### config.mk
export PLATFORM = sky130hd
export DESIGN_NAME = dmem_access_unit
export DESIGN_NICKNAME = d
export VERILOG_FILES = /design/src/rtl/dmem_access_unit_pkg.sv /design/src/rtl/dmem_access_unit_lane_extract.sv /design/src/rtl/dmem_access_unit.sv
export SDC_FILE = /design/constraint.sdc
export NUM_CORES = 1
export LEC_CHECK = 0
export ABC_CLOCK_PERIOD_IN_PS = 5300
export BUFFER_PORTS_ARGS = -buffer_cell sky130_fd_sc_hd__buf_2
export CAP_MARGIN = 25
export CORE_MARGIN = 2
export CORE_UTILIZATION = 30
export CTS_BUF_LIST = sky130_fd_sc_hd__clkbuf_2 sky130_fd_sc_hd__clkbuf_4 sky130_fd_sc_hd__clkbuf_8
export CTS_CLUSTER_SIZE = 25
export DETAILED_ROUTE_END_ITERATION = 7
export PLACE_DENSITY = 0.65
export SETUP_SLACK_MARGIN = 0.4
export SLEW_MARGIN = 20
export SYNTH_ARGS = -nofsm -noshare
export SYNTH_HDL_FRONTEND = slang
export SYNTH_HIERARCHICAL = 1
export SYNTH_SLANG_ARGS = --single-unit
### constraint.sdc
create_clock -name clock -period 5.3 [get_ports clock]
set_input_delay 0.265 -clock clock [delete_from_list [all_inputs] [get_ports clock]]
set_output_delay 0.265 -clock clock [all_outputs]
set_load 0.02 [all_outputs]
### src/rtl/dmem_access_unit_pkg.sv
// Shared definitions for the data-memory access unit: funct3 access encodings,
// the FSM state type, the store opcode and the legality check for a request.
package dmem_access_unit_pkg;

    localparam logic [2:0] ACC_B  = 3'b000;
    localparam logic [2:0] ACC_H  = 3'b001;
    localparam logic [2:0] ACC_W  = 3'b010;
    localparam logic [2:0] ACC_BU = 3'b100;
    localparam logic [2:0] ACC_HU = 3'b101;

    localparam logic [6:0] OPC_STORE = 7'b0100011;

    typedef enum logic [1:0] {
        IDLE,
        LOAD_RSP,
        STORE_RSP,
        RMW_WRITE
    } state_e;

    // Misaligned halves/words, unsigned stores and unused funct3 codes are rejected.
    function automatic logic access_error(input logic [1:0] lane,
                                          input logic [2:0] acc_type,
                                          input logic       is_store);
        case (acc_type)
            ACC_B:   access_error = 1'b0;
            ACC_H:   access_error = lane[0];
            ACC_W:   access_error = (lane != 2'b00);
            ACC_BU:  access_error = is_store;
            ACC_HU:  access_error = is_store || lane[0];
            default: access_error = 1'b1;
        endcase
    endfunction

endpackage

### src/rtl/dmem_access_unit_lane_extract.sv
// Combinational lane logic: picks and extends the byte/half of a loaded word,
// and merges a byte/half store into an existing word.
module lane_extract
    import dmem_access_unit_pkg::*;
(
    input  logic [31:0] word_i,
    input  logic [1:0]  lane_i,
    input  logic [2:0]  acc_type_i,
    input  logic [15:0] store_data_i,
    output logic [31:0] load_data_o,
    output logic [31:0] merged_o
);

    logic [7:0]  byte_sel;
    logic [15:0] half_sel;

    always_comb begin
        byte_sel = 8'h00;
        case (lane_i)
            2'd0: byte_sel = word_i[7:0];
            2'd1: byte_sel = word_i[15:8];
            2'd2: byte_sel = word_i[23:16];
            2'd3: byte_sel = word_i[31:24];
            default: byte_sel = 8'h00;
        endcase
        half_sel = lane_i[1] ? word_i[31:16] : word_i[15:0];

        load_data_o = word_i;
        case (acc_type_i)
            ACC_B:   load_data_o = {{24{byte_sel[7]}}, byte_sel};
            ACC_BU:  load_data_o = {24'h000000, byte_sel};
            ACC_H:   load_data_o = {{16{half_sel[15]}}, half_sel};
            ACC_HU:  load_data_o = {16'h0000, half_sel};
            default: load_data_o = word_i;
        endcase
    end

    // acc_type_i[0] distinguishes SH from SB; only those two reach the merge path.
    always_comb begin
        merged_o = word_i;
        if (acc_type_i[0]) begin
            if (lane_i[1]) merged_o[31:16] = store_data_i;
            else           merged_o[15:0]  = store_data_i;
        end else begin
            case (lane_i)
                2'd0: merged_o[7:0]   = store_data_i[7:0];
                2'd1: merged_o[15:8]  = store_data_i[7:0];
                2'd2: merged_o[23:16] = store_data_i[7:0];
                2'd3: merged_o[31:24] = store_data_i[7:0];
                default: merged_o = word_i;
            endcase
        end
    end

endmodule

### src/rtl/dmem_access_unit.sv
// Data-memory access unit: turns processor byte/half/word loads and stores into
// word accesses on a synchronous RAM, using read-modify-write for SB/SH.
module dmem_access_unit
    import dmem_access_unit_pkg::*;
#(
    parameter int ADDR_WIDTH = 10
) (
    input  logic                  clock,
    input  logic                  reset,
    input  logic                  req_valid,
    input  logic [31:0]           req_addr,
    input  logic [31:0]           req_wdata,
    input  logic                  req_wren,
    input  logic [2:0]            req_access_type,
    output logic                  req_ready,
    output logic                  rsp_valid,
    output logic [31:0]           rsp_rdata,
    output logic                  rsp_error,
    output logic [ADDR_WIDTH-1:0] ram_addr,
    output logic [31:0]           ram_wdata,
    output logic                  ram_wren,
    input  logic [31:0]           ram_q
);

    localparam int AW2 = ADDR_WIDTH + 2;

    state_e          state_q, state_d;
    logic [AW2-1:0]  addr_q;
    logic [15:0]     wdata_q;
    logic [2:0]      type_q;
    logic            wren_q;
    logic            err_q;

    logic            accept;
    logic            req_err;
    logic            wr_en;
    logic [31:0]     load_data;
    logic [31:0]     merged;
    logic            unused_addr_hi;

    assign unused_addr_hi = ^req_addr[31:AW2];

    assign accept  = req_valid && (state_q == IDLE);
    assign req_err = access_error(req_addr[1:0], req_access_type, req_wren);

    lane_extract u_lane_extract (
        .word_i       (ram_q),
        .lane_i       (addr_q[1:0]),
        .acc_type_i   (type_q),
        .store_data_i (wdata_q),
        .load_data_o  (load_data),
        .merged_o     (merged)
    );

    always_ff @(posedge clock or negedge reset) begin
        if (!reset) begin
            state_q <= IDLE;
            addr_q  <= '0;
            wdata_q <= '0;
            type_q  <= '0;
            wren_q  <= 1'b0;
            err_q   <= 1'b0;
        end else begin
            state_q <= state_d;
            if (accept) begin
                addr_q  <= req_addr[AW2-1:0];
                wdata_q <= req_wdata[15:0];
                type_q  <= req_access_type;
                wren_q  <= req_wren;
                err_q   <= req_err;
            end
        end
    end

    // In IDLE the RAM sees the live request so reads and word writes start at once.
    always_comb begin
        state_d   = state_q;
        wr_en     = 1'b0;
        req_ready = 1'b0;
        rsp_valid = 1'b0;
        rsp_error = 1'b0;
        rsp_rdata = 32'h0;
        ram_addr  = addr_q[AW2-1:2];
        ram_wdata = req_wdata;
        case (state_q)
            IDLE: begin
                req_ready = 1'b1;
                ram_addr  = req_addr[AW2-1:2];
                if (req_valid) begin
                    if (req_err) begin
                        state_d = req_wren ? STORE_RSP : LOAD_RSP;
                    end else if (!req_wren) begin
                        state_d = LOAD_RSP;
                    end else if (req_access_type == ACC_W) begin
                        wr_en   = 1'b1;
                        state_d = STORE_RSP;
                    end else begin
                        state_d = RMW_WRITE;
                    end
                end
            end
            LOAD_RSP: begin
                rsp_valid = 1'b1;
                rsp_error = err_q;
                rsp_rdata = (err_q || wren_q) ? 32'h0 : load_data;
                state_d   = IDLE;
            end
            STORE_RSP: begin
                rsp_valid = 1'b1;
                rsp_error = err_q;
                state_d   = IDLE;
            end
            RMW_WRITE: begin
                wr_en     = 1'b1;
                ram_wdata = merged;
                state_d   = STORE_RSP;
            end
            default: state_d = IDLE;
        endcase
        ram_wren = wr_en && reset;
    end

endmodule

Word level (Yosys, flattened, before mapping)
Index checks and enable logic that the tools add are counted.
{"block": "word_totals", "reg_bits": 35, "input_bits": 103, "output_inout_bits": 78, "word_cells": 59}
{"block": "classes", "n_eq_ne": 14, "mux": 29, "reduce_logical": 10}
{"op": "two-way mux 32 bit", "n": 4}
{"op": "one-hot mux 32 bit (4 select lines)", "n": 1}
{"op": "two-way mux 16 bit", "n": 3}
{"op": "two-way mux 8 bit", "n": 4}
{"op": "one-hot mux 8 bit (4 select lines)", "n": 1}
{"op": "equality test 3 bit, second input constant", "n": 4}
{"op": "two-way mux 10 bit", "n": 1}
{"op": "equality test 2 bit, second input constant", "n": 4}
{"op": "two-way mux 1 bit", "n": 8}
{"op": "two-way mux 2 bit", "n": 4}
{"op": "equality test 3 x 1 -> 1 bit, second input constant", "n": 2}
{"op": "logical NOT 3 bit", "n": 2}
{"op": "one-hot mux 2 bit (3 select lines)", "n": 1}
{"op": "one-hot mux 1 bit (5 select lines)", "n": 1}
{"op": "equality test 2 x 1 -> 1 bit, second input constant", "n": 2}
{"op": "logical NOT 2 bit", "n": 2}
{"op": "equality test 3 x 2 -> 1 bit, second input constant", "n": 1}
{"op": "logical AND 1 bit", "n": 2}
{"op": "logical OR 1 bit", "n": 2}
{"op": "!= test 2 bit, second input constant", "n": 1}
{"op": "one-hot mux 1 bit (2 select lines)", "n": 1}
{"op": "nonzero test 2 bit", "n": 1}
{"op": "OR reduction 2 bit", "n": 1}

Longest topological paths before layout
{"block": "depth", "ltp_word": 7, "mapped_depth": 7, "mapped_depth_nobuf": 5}

Hierarchy
Netlist, hierarchy kept.
{"module": "dmem_access_unit", "instances": 1, "cells_per_inst": 176, "area_each_um2": 2263.4, "seq_area_each_um2": 875.8}
{"module": "lane_extract", "instances": 1, "cells_per_inst": 175, "area_each_um2": 1327.5, "seq_area_each_um2": 0.0}

Worst setup path before layout
No wires, ideal clock.
{"block": "synth_timing", "path_type": "reg-to-output", "startpoint": "register addr_q[1]", "endpoint": "output ram_wdata[16]", "arrival_ps": 1690, "t_required_ps": 5035, "path_slack_ps": 3345, "stages_incl_launch_ff": 7, "n_path_buf": 3, "cell_sequence": "dfrtp_1 -> buf_6 -> buf_4 -> buf_4 -> nand2_1 -> mux2_1 -> mux2_2"}
{"block": "synth_via", "elab_chain_cells": 4, "word_cells_on_any_way": 5, "classes_between": "eq/ne: 1; mux: 4"}
{"item": "from (decl)", "line_no": "dmem_access_unit.sv:28", "text": "logic [AW2-1:0] addr_q;"}
{"item": "from (signal assigned)", "line_no": "dmem_access_unit.sv:66", "text": "addr_q <= req_addr[AW2-1:0];"}
{"item": "equality test 2 bit", "line_no": "dmem_access_unit_lane_extract.sv:45", "text": "case (lane_i)"}
{"item": "two-way mux 8 bit", "line_no": "dmem_access_unit_lane_extract.sv:45"}
{"item": "two-way mux 32 bit *", "line_no": "dmem_access_unit_lane_extract.sv:41", "text": "if (acc_type_i[0]) begin"}
{"item": "via merged[16]", "line_no": "dmem_access_unit.sv:38", "text": "logic [31:0] merged;"}
{"item": "two-way mux 32 bit *", "line_no": "dmem_access_unit.sv:85", "text": "case (state_q)"}
{"item": "to (decl)", "line_no": "dmem_access_unit.sv:20", "text": "output logic [31:0] ram_wdata,"}
The timed path passes the listed nets; every way through them passes the cells marked *.

Worst setup path in the final report
{"block": "layout_timing", "startpoint": "register type_q[0]", "endpoint": "output ram_wdata[1]"}
{"block": "layout_via", "elab_chain_cells": 2}
{"item": "from (decl)", "line_no": "dmem_access_unit.sv:30", "text": "logic [2:0] type_q;"}
{"item": "from (signal assigned)", "line_no": "dmem_access_unit.sv:68", "text": "type_q <= req_access_type;"}
{"item": "two-way mux 32 bit", "line_no": "dmem_access_unit_lane_extract.sv:41"}
{"item": "via merged[1]", "line_no": "dmem_access_unit.sv:38"}
{"item": "two-way mux 32 bit", "line_no": "dmem_access_unit.sv:85"}
The timed path passes the listed nets, and every way through them passes these cells.

==> results.ini <==
[status]
status = complete, no violations

[clock_network]
ctsLongestPathBuffers = 2
cts_buffers = 5
worstSkewPairLatency_ns = 0.29
clkTransAtPathRegs_ns = 0.09
tritoncts = yes
cts_hold_buf = 0
post_cts_resized = 0
cts_max_level = 2
clock_tree.root_cell = clkbuf_8
cts_sinks = 35
cts_setup_buffers = 0

[floorplanning]
core_area_um2 = 11600
fp.dieH_um = 113
dieArea_um2 = 12900
ios = 181
die_w_um = 113
rows = 39
start_util_pct = 31.1

[final_layout]
final_layout_size_suffix_gt1_share_pct = 51.7
final_util_pct = 39.0
area_delta_synth_final_pct = 25.6
final_nets = 596
num-fill-cells = 1159
register_area_um2 = 877
stdcell_area_um2 = 4510
multiInputGateArea_um2 = 2510

[sta]
final_max_slew_viol_count = 0
finalHoldViolCount = 0
tns_ns = 0
rsz0062_at_grt = false
period_minus_slack_ns = 3.19
tightest_slew_ns = 0.910
finalCritPeriodShare_pct = 60.2
relSlewSlack_pct = 39.4
max_freq_mhz = 314
hold_slack_ns = 0.0826
setup_viol = 0
fin_skew_ns = 0.0117

[place]
dp_hpwl_um = 8910
place_area_um2 = 4410
port_buffers = 160
place.gp.congestion = 0.830

[detailed_routing]
drt-wirelength-per-cell_um = 18.1
ant_nets = 0
drt_pass1_iterations = 4
route.detailed.drc = 0
drtIter0Drc = 224
vias = 3320
wirelength_um = 11500
routed_via_density = 5.23

[pwr]
internal_power_mw = 1.34
p_per_area_nw_per_um2 = 558
p_clk_share_pct = 8.5
leakage_nw = 2.26
power_mw = 2.52
p_sw_mw = 1.18
worst_ir_drop_vdd_v = 0.000191
swShare_pct = 46.9
seq_power_share_pct = 25.0
pwr-share-comb_pct = 66.5

[yosys]
ys_ff_latch = 35
synthCells = 351
synthesis.nets = 457
synth_warnings = 6
syn_area_um2 = 3590
ys_seq_area_share_pct = 24.4
synth.distinct_cells = 43
syn_avg_cell_area_um2 = 10.2

[critical_path]
cpPeakStageDelay_ns = 0.94
worstPathBufferInverterCount = 1
required_ns = 5.04
crit_path_top_delay_cell = dfrtp_1
crit_path_max_fanout = 27
worstSetupStartpointType = flip-flop
cp.depth = 5
r2r_cells = 4
cp_cell_sequence = nor2b_1 > nor2_2 > mux2_1 > mux2_2 > buf_2
cp.arrival_ns = 2.92
crit_type = flip-flop to output pin
end_kind = output pin
cp_top_family = flip-flops

[global_routing]
grt-ovfl-total = 0
grtUsageTotal_pct = 17.1
grt_pass1_wl_um = 17400
first_global_vias = 3165
grt_max_degree = 43
antenna_found_initial = 1

[min_path]
hold_path_class = input port to asynchronous set/reset pin

[run]
drv_cap = 0

==> state kept, by name, summed over array words and instances, names as in the netlist <==
name / count
addr_q: 12
wdata_q: 16
state_q: 2
wren_q: 1
type_q: 3
err_q: 1
==> routing by layer <==
| metal | up-vias | share of wire (%) | track usage (%) |
|---|---|---|---|
| li1 | 1600 | - | - |
| met1 | 1573 | 45 | 24.2 |
| met2 | 133 | 46 | 27.2 |
| met3 | 14 | 6.8 | 2.55 |
| met4 | 0 | 1.9 | 4.72 |
| met5 | - | 0 | 0 |
==> through the flow <==
| step | setup slack, ns | cells |
|---|---|---|
| detailed placement | 2.46 | 626 |
| finish | 2.11 | 635 |
| global placement | 2.51 | 626 |
| global route | 1.95 | 635 |
| floorplan | 3.35 | 351 |
| CTS | 2.13 | 634 |
==> final cells by class <==
| cell class | count | share of cell area, % |
|---|---|---|
| clock inverters | 2 | 0.361 |
| flip-flops and latches | 35 | 19.4 |
| well taps | 143 | 3.97 |
| repair buffers | 163 | 18.2 |
| inverters | 5 | 0.416 |
| diodes | 1 | 0.0555 |
| clock buffers | 6 | 1.83 |
| multi-input cells | 280 | 55.7 |
==> power by group through the flow <==
stage          logic, mW  clock network, mW  registers, mW
3_5_place_dp        1.68                  0          0.629
2_1_floorplan       1.44                  0          0.489
3_3_place_gp        1.65                  0          0.617
6_report            1.68              0.213          0.630
5_1_grt             1.80              0.233          0.658
4_1_cts             1.68              0.220          0.625
==> synth_stat cells <==
cell type / count / area share, %
or2_1: 1 / 0.17
mux2i_1: 17 / 4.7
dfrtp_1: 35 / 24
ha_1: 3 / 1.0
mux4_2: 1 / 0.63
buf_4: 2 / 0.42
a21o_1: 16 / 3.3
o21ai_1: 8 / 1.1
nand2_1: 4 / 0.42
a22o_1: 8 / 2.0
nor2_2: 1 / 0.17
inv_1: 4 / 0.42
nor2b_1: 19 / 3.3
a22oi_1: 8 / 1.7
and2_1: 33 / 5.7
buf_1: 1 / 0.10
inv_2: 1 / 0.10
o2111ai_1: 1 / 0.24
buf_2: 12 / 1.7
o32ai_4: 1 / 0.77
mux2_1: 16 / 5.0
nor3b_2: 2 / 0.70
a21oi_1: 19 / 2.6
a211o_1: 1 / 0.24
nor4_1: 1 / 0.17
o22ai_1: 16 / 2.8
o31ai_1: 1 / 0.21
buf_6: 6 / 1.9
nand2b_1: 2 / 0.35
o22a_1: 8 / 2.0
clkbuf_1: 10 / 1.0
a31oi_1: 1 / 0.17
or4_4: 1 / 0.31
o21a_1: 1 / 0.21
a221o_1: 8 / 2.2
nand3b_1: 1 / 0.21
o21ai_0: 1 / 0.14
nor2_1: 3 / 0.31
nand2_4: 1 / 0.31
a221oi_1: 1 / 0.24
mux2_4: 28 / 12
nor4bb_1: 1 / 0.28
mux2_2: 46 / 14
==> cell families after synthesis <==
| group | share of synthesized area [%] |
|---|---|
| AOI/OAI and AO/OA | 19.9 |
| DFF | 24.4 |
| muxes | 36.5 |
| and+or+nand+nor | 12.5 |
| adders and majority gates | 1.05 |
| buffers and inverters | 5.64 |
==> worst paths after layout <==
path                        startpoint      endpoint  slack (ns)
max                          type_q[0]  ram_wdata[1]        2.11
min                              reset    wdata_q[0]        0.08
max reg2reg                 state_q[1]    wdata_q[6]        3.04
min reg2reg                  addr_q[8]     addr_q[8]        0.51
max in group asynchronous        reset     type_q[1]        4.64
min in group clock         req_addr[9]     addr_q[9]        0.22
==> cells in the final DEF (no fill, tap or decap), types with 2 or more instances in the layout <==
cell type	n
a22oi_1	8
nor2_1	3
ha_1	3
clkbuf_8	6
a221o_1	8
nand2b_1	2
mux2_1	16
a21oi_1	19
and2_1	33
o21ai_1	8
a21o_1	16
dfrtp_1	34
buf_2	160
mux2i_1	17
mux2_2	46
nor2b_1	19
buf_4	3
nand2_1	4
o22a_1	8
nor3b_2	2
inv_1	4
a22o_1	8
o22ai_1	16
mux2_4	28
No activity file was read; power rests on OpenSTA's default activity.
